## config.mk

```make
export PLATFORM = sky130hd
export DESIGN_NAME = sensor_sequencer
export DESIGN_NICKNAME = d
export VERILOG_FILES = /design/src/rtl/sensor_sequencer.sv
export SDC_FILE = /design/constraint.sdc
export NUM_CORES = 1
export LEC_CHECK = 0
export ABC_AREA = 1
export CORE_AREA = 3 3 100 102
export CTS_CLUSTER_SIZE = 20
export DETAILED_ROUTE_END_ITERATION = 6
export DIE_AREA = 0 0 103 105
export GPL_TIMING_DRIVEN = 0
export HOLD_SLACK_MARGIN = 0.08
export SLEW_MARGIN = 40
export SYNTH_ARGS = -nofsm -noshare
export SYNTH_HDL_FRONTEND = slang
export SYNTH_SLANG_ARGS = --single-unit
```

## constraint.sdc

```tcl
create_clock -name clk -period 2.3 [get_ports clk]
set_input_delay 0.575 -clock clk [delete_from_list [all_inputs] [get_ports clk]]
set_output_delay 0.575 -clock clk [all_outputs]
set_load 0.03 [all_outputs]
```

## src/rtl/sensor_sequencer.sv

```systemverilog
// sensor_sequencer
//   Frame sequencer for a rolling pixel array: ERASE -> EXPOSE -> CONVERT -> READ,
//   then either back to IDLE or, with continuous high, straight into the next ERASE.
//   Every output is a flop; p_convert stands in for a gated analog-ramp clock.
//
// Ports
//   clk           rising-edge clock
//   reset         asynchronous, active-low reset
//   start         request one frame (only looked at in IDLE)
//   continuous    at frame end, chain directly into the next frame
//   abort         synchronous return to IDLE, beats start and continuous
//   expose_time   exposure length in cycles (0 behaves as 1), latched at frame start
//   busy          high in every state except IDLE
//   frame_done    one-cycle pulse on the last READ cycle
//   p_erase/p_expose/p_convert  one-hot phase enables
//   p_dRamp       digital ramp, counts 0..all-ones during CONVERT, 0 elsewhere
//   p_row_select  one-hot row select during READ, 0 elsewhere
//   phase         IDLE=0 ERASE=1 EXPOSE=2 CONVERT=3 READ=4
module sensor_sequencer #(
  parameter int ROWS            = 2,
  parameter int RAMP_BITS       = 8,
  parameter int ERASE_CYCLES    = 5,
  parameter int ROW_READ_CYCLES = 5,
  parameter int EXP_BITS        = 8
) (
  input  logic                 clk,
  input  logic                 reset,
  input  logic                 start,
  input  logic                 continuous,
  input  logic                 abort,
  input  logic [EXP_BITS-1:0]  expose_time,
  output logic                 busy,
  output logic                 frame_done,
  output logic                 p_erase,
  output logic                 p_expose,
  output logic                 p_convert,
  output logic [RAMP_BITS-1:0] p_dRamp,
  output logic [ROWS-1:0]      p_row_select,
  output logic [2:0]           phase
);

  localparam int CONV_CYCLES = 1 << RAMP_BITS;
  localparam int READ_CYCLES = ROWS * ROW_READ_CYCLES;
  localparam int EXP_MAX     = 1 << EXP_BITS;
  localparam int MAX_AB      = (ERASE_CYCLES > EXP_MAX) ? ERASE_CYCLES : EXP_MAX;
  localparam int MAX_CD      = (CONV_CYCLES > READ_CYCLES) ? CONV_CYCLES : READ_CYCLES;
  localparam int CNT_MAX     = (MAX_AB > MAX_CD) ? MAX_AB : MAX_CD;
  localparam int CNT_W       = $clog2(CNT_MAX + 1);
  localparam int SUB_W       = $clog2(ROW_READ_CYCLES + 1);

  localparam logic [CNT_W-1:0] ERASE_LAST = CNT_W'(ERASE_CYCLES - 1);
  localparam logic [CNT_W-1:0] CONV_LAST  = CNT_W'(CONV_CYCLES - 1);
  localparam logic [CNT_W-1:0] READ_LAST  = CNT_W'(READ_CYCLES - 1);
  localparam logic [SUB_W-1:0] SUB_LAST   = SUB_W'(ROW_READ_CYCLES - 1);

  typedef enum logic [2:0] {
    S_IDLE    = 3'd0,
    S_ERASE   = 3'd1,
    S_EXPOSE  = 3'd2,
    S_CONVERT = 3'd3,
    S_READ    = 3'd4
  } state_t;

  state_t               state_q, state_d;
  logic [CNT_W-1:0]     cnt_q, cnt_d;
  logic [SUB_W-1:0]     sub_q, sub_d;
  logic [EXP_BITS-1:0]  exp_q, exp_d;
  logic [ROWS-1:0]      row_q, row_d;
  logic                 busy_q, busy_d;
  logic                 frame_done_q, frame_done_d;
  logic                 erase_q, erase_d;
  logic                 expose_q, expose_d;
  logic                 convert_q, convert_d;
  logic [RAMP_BITS-1:0] ramp_q, ramp_d;

  logic [EXP_BITS-1:0]  exp_eff;
  logic [CNT_W-1:0]     exp_last;

  // A zero exposure request is stretched to one cycle.
  assign exp_eff  = (expose_time == '0) ? EXP_BITS'(1) : expose_time;
  assign exp_last = CNT_W'(exp_q) - CNT_W'(1);

  always_comb begin
    state_d = state_q;
    cnt_d   = cnt_q + CNT_W'(1);
    sub_d   = sub_q;
    exp_d   = exp_q;
    row_d   = '0;

    case (state_q)
      S_IDLE: begin
        cnt_d = '0;
        if (start) begin
          state_d = S_ERASE;
          exp_d   = exp_eff;
        end
      end
      S_ERASE: begin
        if (cnt_q == ERASE_LAST) begin
          state_d = S_EXPOSE;
          cnt_d   = '0;
        end
      end
      S_EXPOSE: begin
        if (cnt_q == exp_last) begin
          state_d = S_CONVERT;
          cnt_d   = '0;
        end
      end
      S_CONVERT: begin
        if (cnt_q == CONV_LAST) begin
          state_d = S_READ;
          cnt_d   = '0;
          sub_d   = '0;
          row_d   = ROWS'(1);
        end
      end
      S_READ: begin
        // sub_q counts cycles within the current row; the one-hot select
        // walks upward each time it wraps.
        row_d = row_q;
        if (sub_q == SUB_LAST) begin
          sub_d = '0;
          row_d = row_q << 1;
        end else begin
          sub_d = sub_q + SUB_W'(1);
        end
        if (cnt_q == READ_LAST) begin
          cnt_d = '0;
          sub_d = '0;
          row_d = '0;
          if (continuous) begin
            state_d = S_ERASE;
            exp_d   = exp_eff;
          end else begin
            state_d = S_IDLE;
          end
        end
      end
      default: begin
        state_d = S_IDLE;
        cnt_d   = '0;
        sub_d   = '0;
      end
    endcase

    if (abort) begin
      state_d = S_IDLE;
      cnt_d   = '0;
      sub_d   = '0;
      row_d   = '0;
    end

    // Outputs are decoded from the next state so they line up with phase.
    busy_d       = (state_d != S_IDLE);
    erase_d      = (state_d == S_ERASE);
    expose_d     = (state_d == S_EXPOSE);
    convert_d    = (state_d == S_CONVERT);
    ramp_d       = (state_d == S_CONVERT) ? cnt_d[RAMP_BITS-1:0] : '0;
    frame_done_d = (state_d == S_READ) && (cnt_d == READ_LAST);
  end

  always_ff @(posedge clk or negedge reset) begin
    if (!reset) begin
      state_q      <= S_IDLE;
      cnt_q        <= '0;
      sub_q        <= '0;
      exp_q        <= '0;
      row_q        <= '0;
      busy_q       <= 1'b0;
      frame_done_q <= 1'b0;
      erase_q      <= 1'b0;
      expose_q     <= 1'b0;
      convert_q    <= 1'b0;
      ramp_q       <= '0;
    end else begin
      state_q      <= state_d;
      cnt_q        <= cnt_d;
      sub_q        <= sub_d;
      exp_q        <= exp_d;
      row_q        <= row_d;
      busy_q       <= busy_d;
      frame_done_q <= frame_done_d;
      erase_q      <= erase_d;
      expose_q     <= expose_d;
      convert_q    <= convert_d;
      ramp_q       <= ramp_d;
    end
  end

  assign phase        = state_q;
  assign busy         = busy_q;
  assign frame_done   = frame_done_q;
  assign p_erase      = erase_q;
  assign p_expose     = expose_q;
  assign p_convert    = convert_q;
  assign p_dRamp      = ramp_q;
  assign p_row_select = row_q;

endmodule

```

==> results of run 1 <==
[sequential cells by signal, indices dropped and copies added (netlist names), 2 cells and up]
name / count
cnt_q: 9
p_dRamp: 8
p_row_select: 2
sub_q: 3
exp_q: 8
phase: 3
[timing repair]
| item | in CTS | in global routing |
|---|---|---|
| pin swaps | 1 | 10 |
| endpoints found under the setup margin | 9 | 13 |
| gates resized for setup | 6 | 15 |
| cloned | 0 | 0 |
| buffers inserted | 3 | 8 |
[metrics by stage]
step / std cells / hold WS (ns) / cell area (µm²) / utilization / worst slack (ns)
2_1_floorplan: 309 / 0.279 / 2260 / - / 0.209
3_3_place_gp: 450 / 0.475 / 2700 / 0.294 / -0.324
3_5_place_dp: 450 / 0.474 / 2700 / 0.293 / -0.214
4_1_cts: 459 / 0.256 / 2820 / 0.307 / 0.00762
5_1_grt: 467 / 0.271 / 2930 / 0.319 / -0.0504
6_report: 467 / 0.240 / 2930 / 0.319 / 0.0955
[cell type report]
cell class / count / area share
Multi-Input combinational cell: 206 / 0.384
Sequential cell: 38 / 0.325
Timing Repair Buffer: 41 / 0.130
Inverter: 63 / 0.0823
Tap cell: 111 / 0.0474
Clock buffer: 6 / 0.0282
Buffer: 2 / 0.00427
[metal layers]
metal	part of all wire	track usage	vias to the layer above
met4	0.023	0.0389	0
met1	0.45	0.128	931
met5	0	0	-
li1	-	-	1047
met3	0.026	0.0220	10
met2	0.50	0.177	33
[synth_stat cells]
cell,instances,area share
sky130_fd_sc_hd__nand3_4,1,0.0077
sky130_fd_sc_hd__o21ai_2,1,0.0039
sky130_fd_sc_hd__buf_2,2,0.0044
sky130_fd_sc_hd__o31ai_1,1,0.0033
sky130_fd_sc_hd__a41oi_1,1,0.0039
sky130_fd_sc_hd__nor3_2,1,0.0044
sky130_fd_sc_hd__xor2_1,6,0.023
sky130_fd_sc_hd__dfrtp_1,38,0.42
sky130_fd_sc_hd__or2_2,1,0.0028
sky130_fd_sc_hd__nand3b_2,1,0.0050
sky130_fd_sc_hd__a311oi_1,1,0.0039
sky130_fd_sc_hd__a21oi_2,1,0.0039
sky130_fd_sc_hd__nand3_1,30,0.066
sky130_fd_sc_hd__nand3b_1,1,0.0033
sky130_fd_sc_hd__nand4_1,2,0.0055
sky130_fd_sc_hd__nand2_2,2,0.0055
sky130_fd_sc_hd__inv_2,3,0.0050
sky130_fd_sc_hd__nor2_2,3,0.0083
sky130_fd_sc_hd__nor2_1,42,0.070
sky130_fd_sc_hd__nor3_1,3,0.0066
sky130_fd_sc_hd__nor4_1,1,0.0028
sky130_fd_sc_hd__a211oi_2,1,0.0055
sky130_fd_sc_hd__nand3_2,1,0.0044
sky130_fd_sc_hd__xnor2_1,2,0.0077
sky130_fd_sc_hd__a21oi_1,6,0.013
sky130_fd_sc_hd__inv_1,60,0.10
sky130_fd_sc_hd__nor2_4,2,0.010
sky130_fd_sc_hd__ha_1,8,0.044
sky130_fd_sc_hd__a21boi_0,1,0.0033
sky130_fd_sc_hd__o21ai_1,1,0.0022
sky130_fd_sc_hd__a22o_1,1,0.0039
sky130_fd_sc_hd__o21ai_0,11,0.024
sky130_fd_sc_hd__nand2_1,73,0.12
[power by group through the flow]
stage	combinational, W	clock, W	sequential [W]
global route	0.000280	0.000489	0.000727
floorplan	0.000147	0	0.000735
finish	0.000239	0.000444	0.000723
detailed placement	0.000233	0	0.000735
global placement	0.000230	0	0.000735
CTS	0.000237	0.000462	0.000722
[kinds of logic after synthesis]
| group | synth area share |
|---|---|
| adders and majority gates | 0.0443 |
| DFF | 0.421 |
| AOI/OAI and AO/OA | 0.0714 |
| and+or+nand+nor | 0.324 |
| xor gates and xnor gates | 0.0310 |
| buffers and inverters | 0.109 |
[final timing paths]
kind,from,endpoint,depth (start not counted)
setup / recovery,cnt_q[1]$_DFF_PN0_,frame_done$_DFF_PN0_,18
hold / removal,reset,p_row_select[0]$_DFFE_PN0P_,1
setup reg to reg,cnt_q[1]$_DFF_PN0_,frame_done$_DFF_PN0_,18
hold reg to reg,p_row_select[1]$_DFFE_PN0P_,p_row_select[1]$_DFFE_PN0P_,2
max in group asynchronous,reset,cnt_q[0]$_DFF_PN0_,1
min in group clk,p_row_select[1]$_DFFE_PN0P_,p_row_select[1]$_DFFE_PN0P_,2
==> impl_summary.txt, run 1 <==
----------------------------------------------------
[Worst setup path]
  Buf+Inv Stages, Crit Path ... 2
  Crit path max-delay cell type ... sky130_fd_sc_hd__dfrtp_1
  Startpoint types ... flop
  CP cell instances ... ha_4 > nand3_2 > nor2_1 > nand2_1 > nor2_1 > nand2_1 > inv_2 > ha_4 > nor2_4 > nor2_2 > nand2_1 > nand2_2 > inv_4 > nor3_4 > nand3_1 > nor2_1 > nand2_1 > nor2_1
  Worst stage delay on the critical path ... 0.39 ns
  Flop2flop setup slack ... 0.1 ns
  Critical path data arrival time ... 2.42 ns
  CP Max Fanout ... 3
  Category of the worst setup path capture point ... flop
  Worst Path Class, Setup ... reg2reg
  CP top delay family ... simple AND/OR/NAND/NOR gates
  Critical path data required time ... 2.52 ns

[Clock network]
  Maximum clock path buffer count ... 2
  Clock slew seen by the registers of the worst setup and hold paths ... 0.07 ns
  Clock tree root buffer cell ... sky130_fd_sc_hd__clkbuf_8
  Clock latency of the later-clocked register in the worst-skew pair ... 0.29 ns
  CTS tree ... yes
  H-tree depth ... 2
  Number of clock sinks ... 38
  Hold-fix buffers, CTS ... 0
  Number of buffers created by CTS ... 5

[Layout]
  Area of the multi-input gates ... 1120 µm²
  Fin nets ... 378
  Most frequent standard cell in the layout excluding fill and tap cells ... sky130_fd_sc_hd__nand2_1
  Fraction of final layout cells with drive strength greater than 1 ... 0.140
  Register area ... 952 µm²
  Most used cells in the layout excluding fill and tap cells ... sky130_fd_sc_hd__nand2_1, sky130_fd_sc_hd__inv_1, sky130_fd_sc_hd__nor2_1
  Layout fillers ... 993
  Antenna cell count ... 0
  Layout overhead on the synthesized area ... 29.7%

[Placed design]
  Final Wtd Congestion ... 0.806
  Buffers on Ports ... 30
  Post-DP HPWL ... 3.99 mm

[Global routing]
  Total global routing overflow ... 0
  Pin count of the biggest net entering global routing ... 39
  Total routing resource utilization after global routing ... 0.105
  First-pass GRT wire length ... 9.10 mm
  Vias in the first global route ... 2012
  Number of antenna violations at the first check in global routing ... 0

[Synth]
  Post-Synthesis Cells ... 309
  Synthesized netlist net count ... 330
  Post-synthesis register bit count ... 38
  Post-Syn Area per Cell ... 7.32 µm²
  Synthesis Warnings ... 0
  Distinct cell type count after synthesis ... 33
  Combined area of all synthesized cells ... 2260 µm²
  Share of synthesized area occupied by flip-flops and latches ... 0.421

[Timing]
  Number of failing hold endpoints at the final stage ... 0
  Transition time of the tightest slew-check pin ... 0.506 ns
  Final setup violating endpoints ... 0
  Minimum period implied by the final worst setup slack ... 2.20 ns
  Clk_skew ... 0.00755 ns
  Worst slew slack as a fraction of its limit ... 0.660
  Aggregate negative setup slack ... 0 ns
  Slew Limit Fails ... 0
  Highest achievable clock rate ... 0.454 GHz
  Period utilization ... 0.958

[Outcome]
  Outcome ... completed

[Pwr]
  Switching fraction of total power ... 0.277
  Combinational power share ... 0.170
  Static Leak ... 1.51 nW
  Pwr Total ... 0.00141 W
  Power density over the cells ... 479 nW/µm²
  Internal power summed over all cells ... 0.00102 W
  Clock network fraction of design power ... 0.316
  Part of the power in registers ... 0.514
  Reported net switching power ... 0.000389 W
  Peak supply drop ... 219 µV

[Floorplan]
  Placeable Area ... 9200 µm²
  Die Area ... 10800 µm²
  Rows ... 35
  Die width ... 103 µm
  Overall die height ... 105 µm
  Initial Utilization ... 0.246
  Count of boundary I/O pins ... 31

[Worst hold path]
  Hold/Removal Path Class ... in2async

[Routing]
  Final routed DRC violation total ... 0
  Via count ... 2021
  Number of antenna-violating nets in the routed design ... 0
  Wire length reported by the detailed router ... 5.34 mm
  Violation count after the first detailed-routing iteration ... 130
  WL/cell ... 11.4 µm
  Number of detailed-route iterations in the first pass ... 4
  Avg Vias per Cell ... 4.33

[Flow run]
  Maxcap violations ... 0

----------------------------------------------------
No activity file was read; power rests on OpenSTA's default activity.
==> run 2: changes to the inputs <==
Settings changed: PLACE_DENSITY set to 0.44.
Clock period 2.3 ns to 2.4 ns, I/O delays scaled along.
==> run 2 against run 1 <==
Setup slack better by 0.061 ns. Combinational power shrank 3%. Sequential share of layout area is 0.21 points lower. Total power is 15% higher. Final area is 0.64% higher. Worst hold slack better by 0.025 ns. Clock-buffer cell count did not move. Maximum frequency decreased by 1.8%. Clock skew down 0.0019 ns. Largest cell class unchanged. Largest power group unchanged.
==> impl_summary.txt, run 2 (synthesized netlist as in run 1, its figures left out) <==
----------------------------------------------------
[Layout]
  Layout overhead on the synthesized area ... 30.5%
  Register with the most flip-flops ... cnt_q
  Fraction of final layout cells with drive strength greater than 1 ... 0.134 (-0.00693)
  Final standard cell count with taps included and fillers excluded ... 463 (-0.86%)
  Antenna cell count ... 0 (unchanged)
  Most frequent standard cell in the layout excluding fill and tap cells ... sky130_fd_sc_hd__nand2_1
  Fin nets ... 372 (-1.6%)
  Most used cells in the layout excluding fill and tap cells ... sky130_fd_sc_hd__nand2_1, sky130_fd_sc_hd__inv_1, sky130_fd_sc_hd__nor2_1
  Max reg flops ... 9 (unchanged)
  Post-layout util ... 0.321 (+0.00204)
  Layout fillers ... 1013 (+2.0%)

[Global routing]
  Number of antenna violations at the first check in global routing ... 0 (unchanged)
  Total routing resource utilization after global routing ... 0.112 (+0.00753)
  Total global routing overflow ... 0 (unchanged)
  Pin count of the biggest net entering global routing ... 39 (unchanged)
  Vias in the first global route ... 1988 (-1.2%)
  First-pass GRT wire length ... 9.49 mm (+4.3%)

[Worst setup path]
  Flop2flop setup slack ... 0.16 ns (+0.06 ns)
  R2R cell count ... 17 (-1)
  Worst Path Class, Setup ... reg2reg
  Category of the worst setup path capture point ... flop
  Critical path data arrival time ... 2.43 ns (about the same)
  R2r startpoint ... cnt_q[1]$_DFF_PN0_
  Startpoint types ... flop
  Critical path data required time ... 2.59 ns (+0.07 ns)
  Endpoint of the worst register-to-register path ... p_dRamp[4]$_DFF_PN0_
  CP Max Fanout ... 8 (+5)

[Placed design]
  Post-DP HPWL ... 4.37 mm (+9.5%)
  Final Wtd Congestion ... 0.817 (+1.4%)
  Number of placed instances with taps included ... 450 (unchanged)
  Buffers on Ports ... 30 (unchanged)

[Floorplan]
  Die width ... 103 µm (unchanged)
  Initial Utilization ... 0.246 (unchanged)
  Overall die height ... 105 µm (unchanged)
  Rows ... 35 (unchanged)
  Count of boundary I/O pins ... 31 (unchanged)
  Placeable Area ... 9200 µm² (unchanged)
  Die Area ... 10800 µm² (unchanged)

[Timing]
  Clk_skew ... 0.00566 ns (-0.00189 ns)
  Unrepaired setup endpoints after global routing ... yes
  Highest achievable clock rate ... 0.446 GHz (-1.8%)
  Final setup violating endpoints ... 0 (unchanged)
  Minimum period implied by the final worst setup slack ... 2.24 ns (+0.0394 ns)
  Transition time of the tightest slew-check pin ... 0.524 ns (+0.0178 ns)
  Worst slew slack as a fraction of its limit ... 0.648 (-0.0119)
  Period utilization ... 0.935 (-0.0235)
  Slew Limit Fails ... 0 (unchanged)
  Number of failing hold endpoints at the final stage ... 0 (unchanged)

[Clock network]
  CTS tree ... yes
  Hold-fix buffers, CTS ... 0 (unchanged)
  Number of buffers created by CTS ... 5 (unchanged)
  Clock slew seen by the registers of the worst setup and hold paths ... 0.08 ns (about the same)
  Maximum clock path buffer count ... 2 (unchanged)
  Clock latency of the later-clocked register in the worst-skew pair ... 0.29 ns (about the same)
  Clock tree root buffer cell ... sky130_fd_sc_hd__clkbuf_8
  Number of clock sinks ... 38 (unchanged)
  H-tree depth ... 2 (unchanged)

[Outcome]
  Outcome ... completed

[Pwr]
  Static Leak ... 1.51 nW (+0.37%)
  Power density over the cells ... 546 nW/µm² (+14%)
  Peak supply drop ... 219 µV (about the same)

[Flow run]
  Maxcap violations ... 0 (unchanged)

[Routing]
  Number of detailed-route iterations in the first pass ... 4 (unchanged)
  Number of antenna-violating nets in the routed design ... 0 (unchanged)
  Via count ... 2008 (-0.64%)
  Wire length reported by the detailed router ... 5.56 mm (+3.9%)
  Final routed DRC violation total ... 0 (unchanged)
  Avg Vias per Cell ... 4.34 (+0.22%)
  WL/cell ... 12.0 µm (+4.8%)
  Violation count after the first detailed-routing iteration ... 66 (-49%)

[Worst hold path]
  Hold/Removal Path Class ... in2async

----------------------------------------------------
run 2: worst max-delay path by stage:
stage	from	end	slack, ns
after global placement	reset	sub_q[1]$_DFFE_PN0P_	-0.29
after CTS	cnt_q[0]$_DFF_PN0_	frame_done$_DFF_PN0_	0.03
final	cnt_q[1]$_DFF_PN0_	p_dRamp[4]$_DFF_PN0_	0.16
after detailed placement	cnt_q[0]$_DFF_PN0_	frame_done$_DFF_PN0_	-0.21
after global routing	cnt_q[1]$_DFF_PN0_	p_dRamp[4]$_DFF_PN0_	-0.06
after floorplan	cnt_q[0]$_DFF_PN0_	p_dRamp[7]$_DFF_PN0_	0.31
run 2: critical path, stage by stage (launching register included):
cell	delay (ns)
sky130_fd_sc_hd__dfrtp_1	0.40
sky130_fd_sc_hd__ha_4	0.16
sky130_fd_sc_hd__nand3_2	0.08
sky130_fd_sc_hd__nor2_1	0.11
sky130_fd_sc_hd__nand2_1	0.09
sky130_fd_sc_hd__nor2_2	0.14
sky130_fd_sc_hd__nand2_2	0.07
sky130_fd_sc_hd__inv_2	0.07
sky130_fd_sc_hd__ha_4	0.13
sky130_fd_sc_hd__nor2_2	0.05
sky130_fd_sc_hd__inv_1	0.12
sky130_fd_sc_hd__nand2_1	0.08
sky130_fd_sc_hd__a311oi_2	0.23
sky130_fd_sc_hd__nand2_1	0.13
sky130_fd_sc_hd__nand2_4	0.09
sky130_fd_sc_hd__nor2_4	0.04
sky130_fd_sc_hd__inv_4	0.09
sky130_fd_sc_hd__nor2_1	0.05
run 2: power by group:
| group | total (W) | internal, W | switching, W |
|---|---|---|---|
| Combinational | 0.000233 | 0.0000887 | 0.000145 |
| Clock | 0.000688 | 0.000444 | 0.000245 |
| Sequential | 0.000691 | 0.000664 | 0.0000277 |
run 2: metrics by stage:
| stage | hold slack (ns) | area [µm²] | setup WS, ns | total power (W) | setup TNS [ns] |
|---|---|---|---|---|---|
| after detailed placement | 0.500 | 2700 | -0.211 | 0.000934 | -0.960 |
| after global placement | 0.496 | 2700 | -0.290 | 0.000930 | -11.86 |
| final | 0.265 | 2950 | 0.156 | 0.00161 | 0 |
| after floorplan | 0.304 | 2260 | 0.309 | 0.000846 | 0 |
| after global routing | 0.302 | 2950 | -0.0603 | 0.00170 | -0.526 |
| after CTS | 0.291 | 2870 | 0.0284 | 0.00163 | 0 |
run 2: what timing repair did:
action | in CTS | in global routing
endpoints found under the setup margin | 9 | 14
hold endpoints to repair | 0 | 0
buffers inserted | 2 | 3
gates resized for setup | 6 | 14
pin swaps | 0 | 10
gates cloned | 0 | 0
run 2: metal layers:
layer  track usage  vias to the layer above  wire length [µm]
met5             0                        -                 0
met4        0.0305                        0                76
met3        0.0234                        7               187
met2         0.180                       29              2660
met1         0.151                      938              2640
li1              -                     1034                 -
run 2: cell type report:
class	count	area, µm²	share of cell area
Sequential cell	38	952	0.323
Tap cell	111	139	0.0471
Inverter	63	241	0.0818
Buffer	2	12.5	0.00424
Clock buffer	6	82.6	0.0280
Multi-Input combinational cell	206	1130	0.382
Timing Repair Buffer	35	335	0.114
Clock inverter	2	60.1	0.0203
